**src/rtl/fft_sink_rx.sv**
```systemverilog
// fft_sink_rx: receives FFT core source frames, produces per-bin power
// (real^2 + imag^2) through a 2-stage pipeline, tracks frame framing errors
// and core errors, and reports the block exponent and (optionally) the peak
// bin of every good frame.
// Optional feature: define FFT_PEAK_DET_EN to compile in the peak search over
// bins 1..FFT_LEN/2-1; without it peak_bin and peak_pwr are tied to 0.
module fft_sink_rx #(
  parameter int FFT_LEN = 1024,
  parameter int DW      = 12
) (
  input  logic                         clk,
  input  logic                         rst_n,
  input  logic                         src_valid,
  output logic                         src_ready,
  input  logic                         src_sop,
  input  logic                         src_eop,
  input  logic [1:0]                   src_error,
  input  logic signed [5:0]            src_exp,
  input  logic signed [DW-1:0]         src_real,
  input  logic signed [DW-1:0]         src_imag,
  output logic                         pwr_valid,
  output logic [2*DW:0]                pwr,
  output logic [$clog2(FFT_LEN)-1:0]   pwr_bin,
  output logic                         pwr_sop,
  output logic                         pwr_eop,
  output logic                         frame_done,
  output logic [$clog2(FFT_LEN)-1:0]   peak_bin,
  output logic [2*DW:0]                peak_pwr,
  output logic signed [5:0]            frame_exp,
  output logic                         err_frame,
  output logic                         err_core,
  input  logic                         clr_err
);

  localparam int BW = $clog2(FFT_LEN);
  localparam logic [BW-1:0] BIN_ONE  = BW'(1);
  localparam logic [BW-1:0] BIN_LAST = BW'(FFT_LEN - 1);

  localparam logic [1:0] S_IDLE  = 2'd0;
  localparam logic [1:0] S_RECV  = 2'd1;
  localparam logic [1:0] S_DRAIN = 2'd2;

  // Full-width square: sign-extend first so -2^(DW-1) squared cannot wrap.
  function automatic logic [2*DW-1:0] f_square(input logic signed [DW-1:0] v);
    logic signed [2*DW-1:0] ext;
    logic signed [2*DW-1:0] prod;
    ext  = {{DW{v[DW-1]}}, v};
    prod = ext * ext;
    return prod;
  endfunction

  // Power sum with one carry bit of headroom; never saturates.
  function automatic logic [2*DW:0] f_pwr_sum(input logic [2*DW-1:0] a,
                                               input logic [2*DW-1:0] b);
    return {1'b0, a} + {1'b0, b};
  endfunction

  logic [1:0]          r_state;
  logic [1:0]          r_state_nx;
  logic [BW-1:0]       r_cnt;
  logic [BW-1:0]       r_cnt_nx;
  logic [1:0]          r_drain;
  logic                r_err_frame;
  logic                r_err_core;

  logic                w_acc;
  logic                w_issue;
  logic [BW-1:0]       w_bin;
  logic                w_ferr;
  logic                w_last_good;
  logic                w_cap_exp;

  logic [2*DW-1:0]     r_sq_re_p1;
  logic [2*DW-1:0]     r_sq_im_p1;
  logic [BW-1:0]       r_bin_p1;
  logic                vld_p1;
  logic                r_good_p1;
  logic signed [5:0]   r_exp_pend;
  logic [2*DW:0]       w_sum;

  logic                vld_p2;
  logic [2*DW:0]       r_pwr_p2;
  logic [BW-1:0]       r_bin_p2;
  logic                r_sop_p2;
  logic                r_eop_p2;
  logic                r_good_p2;
  logic                r_done;
  logic signed [5:0]   r_fexp;

  assign src_ready = (r_state != S_DRAIN);
  assign w_acc     = src_valid & src_ready;
  assign w_sum     = f_pwr_sum(r_sq_re_p1, r_sq_im_p1);

  // Frame FSM next state, beat issue and framing-error detection.
  always_comb begin
    r_state_nx  = r_state;
    r_cnt_nx    = r_cnt;
    w_issue     = 1'b0;
    w_bin       = r_cnt;
    w_ferr      = 1'b0;
    w_last_good = 1'b0;
    w_cap_exp   = 1'b0;
    case (r_state)
      S_IDLE: begin
        if (w_acc) begin
          if (src_sop) begin
            w_issue   = 1'b1;
            w_bin     = '0;
            w_cap_exp = 1'b1;
            if (src_eop) begin
              w_ferr   = 1'b1;
              r_cnt_nx = '0;
            end else begin
              r_state_nx = S_RECV;
              r_cnt_nx   = BIN_ONE;
            end
          end else begin
            w_ferr = 1'b1;
          end
        end
      end
      S_RECV: begin
        if (w_acc) begin
          w_issue = 1'b1;
          if (src_sop) begin
            // Restart: this beat becomes bin 0 of a fresh frame.
            w_ferr    = 1'b1;
            w_bin     = '0;
            w_cap_exp = 1'b1;
            if (src_eop) begin
              r_state_nx = S_IDLE;
              r_cnt_nx   = '0;
            end else begin
              r_cnt_nx = BIN_ONE;
            end
          end else if (r_cnt == BIN_LAST) begin
            r_cnt_nx = '0;
            if (src_eop) begin
              w_last_good = 1'b1;
              r_state_nx  = S_DRAIN;
            end else begin
              w_ferr     = 1'b1;
              r_state_nx = S_IDLE;
            end
          end else if (src_eop) begin
            w_ferr     = 1'b1;
            r_state_nx = S_IDLE;
            r_cnt_nx   = '0;
          end else begin
            r_cnt_nx = r_cnt + BIN_ONE;
          end
        end
      end
      S_DRAIN: begin
        if (r_drain == 2'd2) r_state_nx = S_IDLE;
      end
      default: begin
        r_state_nx = S_IDLE;
        r_cnt_nx   = '0;
      end
    endcase
  end

  // Control state: FSM, bin counter, drain timer, sticky flags, stage-1 valid.
  always_ff @(posedge clk or negedge rst_n) begin
    if (!rst_n) begin
      r_state     <= S_IDLE;
      r_cnt       <= '0;
      r_drain     <= 2'd0;
      r_err_frame <= 1'b0;
      r_err_core  <= 1'b0;
      vld_p1      <= 1'b0;
      r_good_p1   <= 1'b0;
    end else begin
      r_state   <= r_state_nx;
      r_cnt     <= r_cnt_nx;
      r_drain   <= (r_state == S_DRAIN) ? r_drain + 2'd1 : 2'd0;
      vld_p1    <= w_issue;
      r_good_p1 <= w_last_good;
      if (w_ferr)       r_err_frame <= 1'b1;
      else if (clr_err) r_err_frame <= 1'b0;
      if (w_acc && (src_error != 2'b00)) r_err_core <= 1'b1;
      else if (clr_err)                  r_err_core <= 1'b0;
    end
  end

  // ---- stage 1: register both squares and the bin index ----
  always_ff @(posedge clk) begin
    if (w_issue) begin
      r_sq_re_p1 <= f_square(src_real);
      r_sq_im_p1 <= f_square(src_imag);
      r_bin_p1   <= w_bin;
    end
    if (w_cap_exp) r_exp_pend <= src_exp;
  end

  // ---- stage 2: register the power sum and its framing marks ----
  always_ff @(posedge clk or negedge rst_n) begin
    if (!rst_n) begin
      vld_p2    <= 1'b0;
      r_pwr_p2  <= '0;
      r_bin_p2  <= '0;
      r_sop_p2  <= 1'b0;
      r_eop_p2  <= 1'b0;
      r_good_p2 <= 1'b0;
    end else begin
      vld_p2    <= vld_p1;
      r_good_p2 <= vld_p1 & r_good_p1;
      r_sop_p2  <= vld_p1 && (r_bin_p1 == '0);
      r_eop_p2  <= vld_p1 && (r_bin_p1 == BIN_LAST);
      if (vld_p1) begin
        r_pwr_p2 <= w_sum;
        r_bin_p2 <= r_bin_p1;
      end
    end
  end

  // ---- frame completion: pulse and exponent update one cycle after eop ----
  always_ff @(posedge clk or negedge rst_n) begin
    if (!rst_n) begin
      r_done <= 1'b0;
      r_fexp <= '0;
    end else begin
      r_done <= vld_p2 & r_good_p2;
      if (vld_p2 & r_good_p2) r_fexp <= r_exp_pend;
    end
  end

`ifdef FFT_PEAK_DET_EN
  localparam logic [BW-1:0] BIN_HALF = BW'(FFT_LEN / 2);

  logic [BW-1:0] r_run_bin;
  logic [2*DW:0] r_run_pwr;
  logic [BW-1:0] r_peak_bin;
  logic [2*DW:0] r_peak_pwr;

  // Running peak: bin 1 seeds the search, later lower-half bins win only when strictly greater.
  always_ff @(posedge clk) begin
    if (vld_p1) begin
      if (r_bin_p1 == BIN_ONE) begin
        r_run_bin <= r_bin_p1;
        r_run_pwr <= w_sum;
      end else if ((r_bin_p1 > BIN_ONE) && (r_bin_p1 < BIN_HALF) && (w_sum > r_run_pwr)) begin
        r_run_bin <= r_bin_p1;
        r_run_pwr <= w_sum;
      end
    end
  end

  // Publish the running peak together with frame_done.
  always_ff @(posedge clk or negedge rst_n) begin
    if (!rst_n) begin
      r_peak_bin <= '0;
      r_peak_pwr <= '0;
    end else if (vld_p2 & r_good_p2) begin
      r_peak_bin <= r_run_bin;
      r_peak_pwr <= r_run_pwr;
    end
  end

  assign peak_bin = r_peak_bin;
  assign peak_pwr = r_peak_pwr;
`else
  assign peak_bin = '0;
  assign peak_pwr = '0;
`endif

  assign pwr_valid  = vld_p2;
  assign pwr        = r_pwr_p2;
  assign pwr_bin    = r_bin_p2;
  assign pwr_sop    = r_sop_p2;
  assign pwr_eop    = r_eop_p2;
  assign frame_done = r_done;
  assign frame_exp  = r_fexp;
  assign err_frame  = r_err_frame;
  assign err_core   = r_err_core;

endmodule

```
**config.mk**
```make
export PLATFORM = sky130hd
export DESIGN_NAME = fft_sink_rx
export DESIGN_NICKNAME = d
export VERILOG_FILES = /design/src/rtl/fft_sink_rx.sv
export SDC_FILE = /design/constraint.sdc
export NUM_CORES = 1
export LEC_CHECK = 0
export ABC_AREA = 1
export BUFFER_PORTS_ARGS = -buffer_cell sky130_fd_sc_hd__buf_4
export CAP_MARGIN = 30
export CORE_UTILIZATION = 30
export DETAILED_ROUTE_END_ITERATION = 8
export SLEW_MARGIN = 20
export SYNTH_ARGS = -nofsm -noshare
export SYNTH_HDL_FRONTEND = slang
export SYNTH_SLANG_ARGS = --single-unit
```
**constraint.sdc**
```tcl
create_clock -name clk -period 4.9 [get_ports clk]
set_input_delay 0.49 -clock clk [delete_from_list [all_inputs] [get_ports clk]]
set_output_delay 0.49 -clock clk [all_outputs]
set_load 0.02 [all_outputs]
```
# Word-level counts from Yosys, hierarchy flattened
# Cells that the tools add are included.
# Widths: inputs -> output; s select.
# word_totals
reg_bits	128
output_inout_bits	83
in_bits	38
wordCells	92
# classes
add_sub_neg	3
bitwise_logic	4
eq_ne	11
n_mul	2
reduce_logical	11
n_mux	42
# ops
cell	n
$mux 10	9
$mul 12x12->24	2
$pmux 10 s3	1
$add 24x24->25	1
$eq 10x10->1 const B	2
$mux 2	10
$mux 1	19
$ne 2x2->1 const B	6
$add 10x1->10 const B	1
$logic_not 10->1	1
$pmux 2 s3	1
$reduce_bool 2->1	3
$reduce_and 5->1	1
$eq 2x2->1 const B	2
$pmux 1 s2	2
$reduce_and 4->1	1
$and 1x1->1	3
$logic_and 1x1->1	3
$add 2x1->2 const B	1
$eq 2x1->1 const B	1
$logic_not 2->1	1
$reduce_or 2->1	1
$not 1->1	1

# Depth between registers and ports, before layout
# logic_depth
word_depth	6
ltp_mapped	25

# Least setup slack after synthesis
# No wires, ideal clock.
# synth_timing
kind	input to register
startpoint	input port src_real[3]
endpoint	register r_sq_re_p1[23] (data pin)
arrival_ns	4.776
slack_ns	-0.128
path_stages	19
required_ns	4.648
setup_time_ns	0.252
path_cell_list	clkbuf_1 -> nand2_1 -> fa_1 -> inv_1 -> fa_1 -> inv_1 -> fa_1 -> inv_1 -> fa_1 -> fa_1 -> ha_1 -> a21oi_1 -> o21ai_0 -> a21oi_1 -> nand2_1 -> nor2_1 -> inv_1 -> nand2_1 -> nand2_1
# synth_between
elab_chain_cells	1
# synth_rtl
item	line	text
start: declaration	19	input logic signed [DW-1:0] src_real,
$mul 12x12->24	48	prod = ext * ext;
end signal: assignment	190	r_sq_re_p1 <= f_square(src_real);
end: declaration	73	logic [2*DW-1:0] r_sq_re_p1;
# No other way between the ends.
# A chain may end at the register's enable or synchronous reset.

# Final worst setup path
# layout_timing
startpoint	input port src_imag[11]
endpoint	register r_sq_im_p1[22] (data pin)
# layout_between
elab_chain_cells	1
# layout_rtl
item	line	text
start: declaration	20	input logic signed [DW-1:0] src_imag,
$mul 12x12->24	48	
end signal: assignment	191	r_sq_im_p1 <= f_square(src_imag);
end: declaration	74	logic [2*DW-1:0] r_sq_im_p1;
# No other way between the ends.

==> impl_results.md <==
- Outcome: finished, final reports clean
- Violation count after the first detailed-route iteration: 729
- Global route overflow: 0
- DRT antenna net count: 0
- Destination of the worst register-to-register timing path: err_frame$_DFFE_PN0P_
- Maximum number of pins on one net before global-route repair: 65
- Data arrival time of the critical path: 4.79 ns
- Num CTS Buffers: 17
- Skew final: 0.0105 ns
- Syn. warnings: 0
- Critical Path Sink Type: flip-flop
- Number of antenna violations at the first check in global routing: 0
- DP HPWL: 32000 um
- Reg-to-Reg Start: r_cnt[0]$_DFFE_PN0P_
- Total DRC errors in the routed layout: 0
- Unique masters post-synth: 37
- Fraction of registers with async set or reset after synthesis: 0.508
- Total count of hold-check failures in the final report: 0
- Crit Path Class: in -> reg
- Post-detailed-routing wire length: 36800 um
- Critical-path maximum fanout: 8
- Filler instances: 5672
- Tcrit/Tclk final: 0.943
- Clk Tree Root Cell: clkbuf_16
- Final net count: 2662
- Finish-stage setup viols: 0
- Fmax: 0.216 GHz
- CP startpoint: src_imag[11]
- Clock net sink count: 126
- Max-Slew Margin vs Limit: 0.456
- Fin crit period: 4.62 ns
- MaxCap Viol Count: 0
- Routed wire per std cell: 12.2 um
- Clock Tree Buf Depth: 2
- Util after Layout: 0.356
- Number of flops mapped to enable cells by yosys: 62
- Worst Path Required: 5.07 ns
- Placement Cell Area: 19000 um^2
- Kind of start point of the critical path: primary input
- Reg clk slew, reported paths: 0.06 ns
- RSZ-0062 raised after global routing: false
- Classification of the worst-slack hold path: in -> async
- Per-instance average area after synthesis: 8.15 um^2
- Sequential share of the synthesized area: 0.207
- Area of the placeable core: 55100 um^2
- GRT Util Overall: 0.138
- Vertical die dimension: 238 um
- Syn-to-layout area delta: 17.2%
- Post-synthesis instance area: 16700 um^2
- Area of all placed cells without fillers: 19600 um^2
- Clock latency reported for the late side of the worst-skew pair: 0.42 ns
- Vias in the first global route: 13600
- Endpoint of the worst setup timing path: r_sq_im_p1[22]$_DFFE_PP_
- Number of port buffers: 85
- CTS Hold Bufs: 0
- Placement row count: 86
- Synthesized netlist cell count: 2051
- Full die area: 56600 um^2
- Predominant post-synthesis flop cell: dfrtp_1
- Ports: 121
- Global-route wire length before repair: 64300 um
- Layout cells sized above 1: 0.114
- TritonCTS clock tree: built
- Via density per instance: 4.27
- Slew at the pin closest to its max-slew limit: 0.816 ns
- Via total after detailed routing: 12800
- Number of optimization iterations in the first detailed-route pass: 6
- Buffers inserted by post-CTS timing repair: 0
- Die boundary width: 238 um
- Effective utilization at floorplan: 0.303
- Fin. max-slew vios: 0
- Cells resized by post-CTS repair: 0
- Internal reg-to-reg setup slack: 2.75 ns
- Register bit total from synthesis: 126
- GPL Wtd Cong: 0.901
- Number of diodes added for antenna fixing: 0
- Cells on worst reg2reg path: 8
- Count of H-tree levels built during CTS: 4
[synth_stat cells (30+ instances only)]
cell	n	area (um^2)
buf_4	35	263
a21oi_1	57	285
fa_1	248	4960
dfrtp_1	64	1600
nand2_1	543	2040
nor2_1	116	435
edfxtp_1	62	1860
inv_1	525	1970
o21ai_0	38	190
ha_1	134	1680
xor2_1	30	263
nand3_1	60	300
clkbuf_1	33	124
[stage by stage]
step | std cells | hold slack [ns] | setup TNS (ns) | worst slack, ns
after floorplan | 2085 | 0.194 | 0 | 0.0443
after global placement | 2971 | 0.414 | -0.389 | -0.0700
after detailed placement | 2971 | 0.420 | -1.29 | -0.132
after CTS | 3003 | 0.190 | 0 | 0.305
after global routing | 3003 | 0.239 | 0 | 0.0181
final | 3003 | 0.137 | 0 | 0.280
[placed cells by master, fill, tap and decap left out, types with 2 or more instances in the layout]
cell type / n
nand2_1: 543
inv_1: 525
fa_1: 247
buf_4: 205
ha_1: 134
nor2_1: 116
dfrtp_1: 64
edfxtp_1: 62
nand3_1: 60
a21oi_1: 56
o21ai_0: 38
conb_1: 35
xor2_1: 30
xnor2_1: 24
clkbuf_16: 18
nor3_1: 17
nand4_1: 16
nand3b_1: 11
a21o_1: 6
or2_2: 5
a31oi_1: 4
nor4_1: 3
inv_4: 3
clkinv_4: 3
inv_6: 3
inv_2: 2
a21oi_4: 2
nor2_2: 2
nand2_2: 2
nor3_2: 2
bufinv_16: 2
buf_12: 2
[how the worst min path moves through the flow]
stage / slack, ns / to / from / cells after the start
3_3_place_gp: 0.41 / r_drain[0]$_DFF_PN0_ / r_drain[0]$_DFF_PN0_ / 1
6_report: 0.14 / frame_exp[5]$_DFFE_PN0P_ / rst_n / 1
3_5_place_dp: 0.42 / r_drain[0]$_DFF_PN0_ / r_drain[0]$_DFF_PN0_ / 1
4_1_cts: 0.19 / pwr[6]$_DFFE_PN0P_ / rst_n / 1
2_1_floorplan: 0.19 / err_core$_DFFE_PN0P_ / rst_n / 0
5_1_grt: 0.24 / pwr[6]$_DFFE_PN0P_ / rst_n / 1
[layout make-up]
| class | count | area [um^2] | area share |
|---|---|---|---|
| repair buffers | 207 | 1580 | 0.0806 |
| clock inverters | 13 | 149 | 0.00760 |
| well taps | 748 | 936 | 0.0478 |
| multi-input cells | 1361 | 11000 | 0.562 |
| clock buffers | 19 | 464 | 0.0237 |
| inverters | 529 | 1990 | 0.102 |
| flip-flops and latches | 126 | 3460 | 0.177 |
[registers in the layout (all words and copies together) (netlist names), 2 cells and up]
register    cells
pwr            25
r_sq_im_p1     23
r_sq_re_p1     23
pwr_bin        10
r_bin_p1       10
r_cnt          10
frame_exp       6
r_exp_pend      6
r_drain         2
r_state         2
[cell families (layout without fill, tap and decap cells)]
logic type / count (synthesis) / count (layout) / share of synthesized area
AND/OR/NAND/NOR: 779 / 779 / 0.189
buffers and inverters: 598 / 768 / 0.142
adder cells (fa/ha/maj): 382 / 382 / 0.398
flip-flops: 126 / 126 / 0.207
AO/OA/AOI/OAI: 111 / 111 / 0.0357
XOR/XNOR: 54 / 54 / 0.0283
other: 1 / 35 / 0.000224
[metal layers]
| layer | wire [um] | share of wire | vias up | track usage |
|---|---|---|---|---|
| met4 | 473 | 0.013 | 0 | 0.0315 |
| met2 | 18300 | 0.50 | 229 | 0.249 |
| met5 | 0 | 0 | - | 0 |
| met3 | 1220 | 0.033 | 29 | 0.0148 |
| met1 | 16700 | 0.46 | 6167 | 0.177 |
| li1 | - | - | 6392 | - |
[critical path: stages]
cell and delay (ns):
buf_4 0.14, inv_1 0.27, nor2_1 0.10, fa_1 0.50
inv_1 0.05, fa_1 0.48, inv_1 0.05, fa_1 0.46
fa_1 0.50, inv_1 0.05, fa_1 0.48, inv_1 0.04
ha_1 0.32, a21oi_1 0.23, inv_1 0.08, a21oi_1 0.18
nand2_1 0.09, nand2_1 0.09, nand3_1 0.07, nand2_1 0.06
nand2_1 0.05
Power is not shown: default switching activity piles up to over one toggle a cycle in this logic, so the estimate is an artifact.
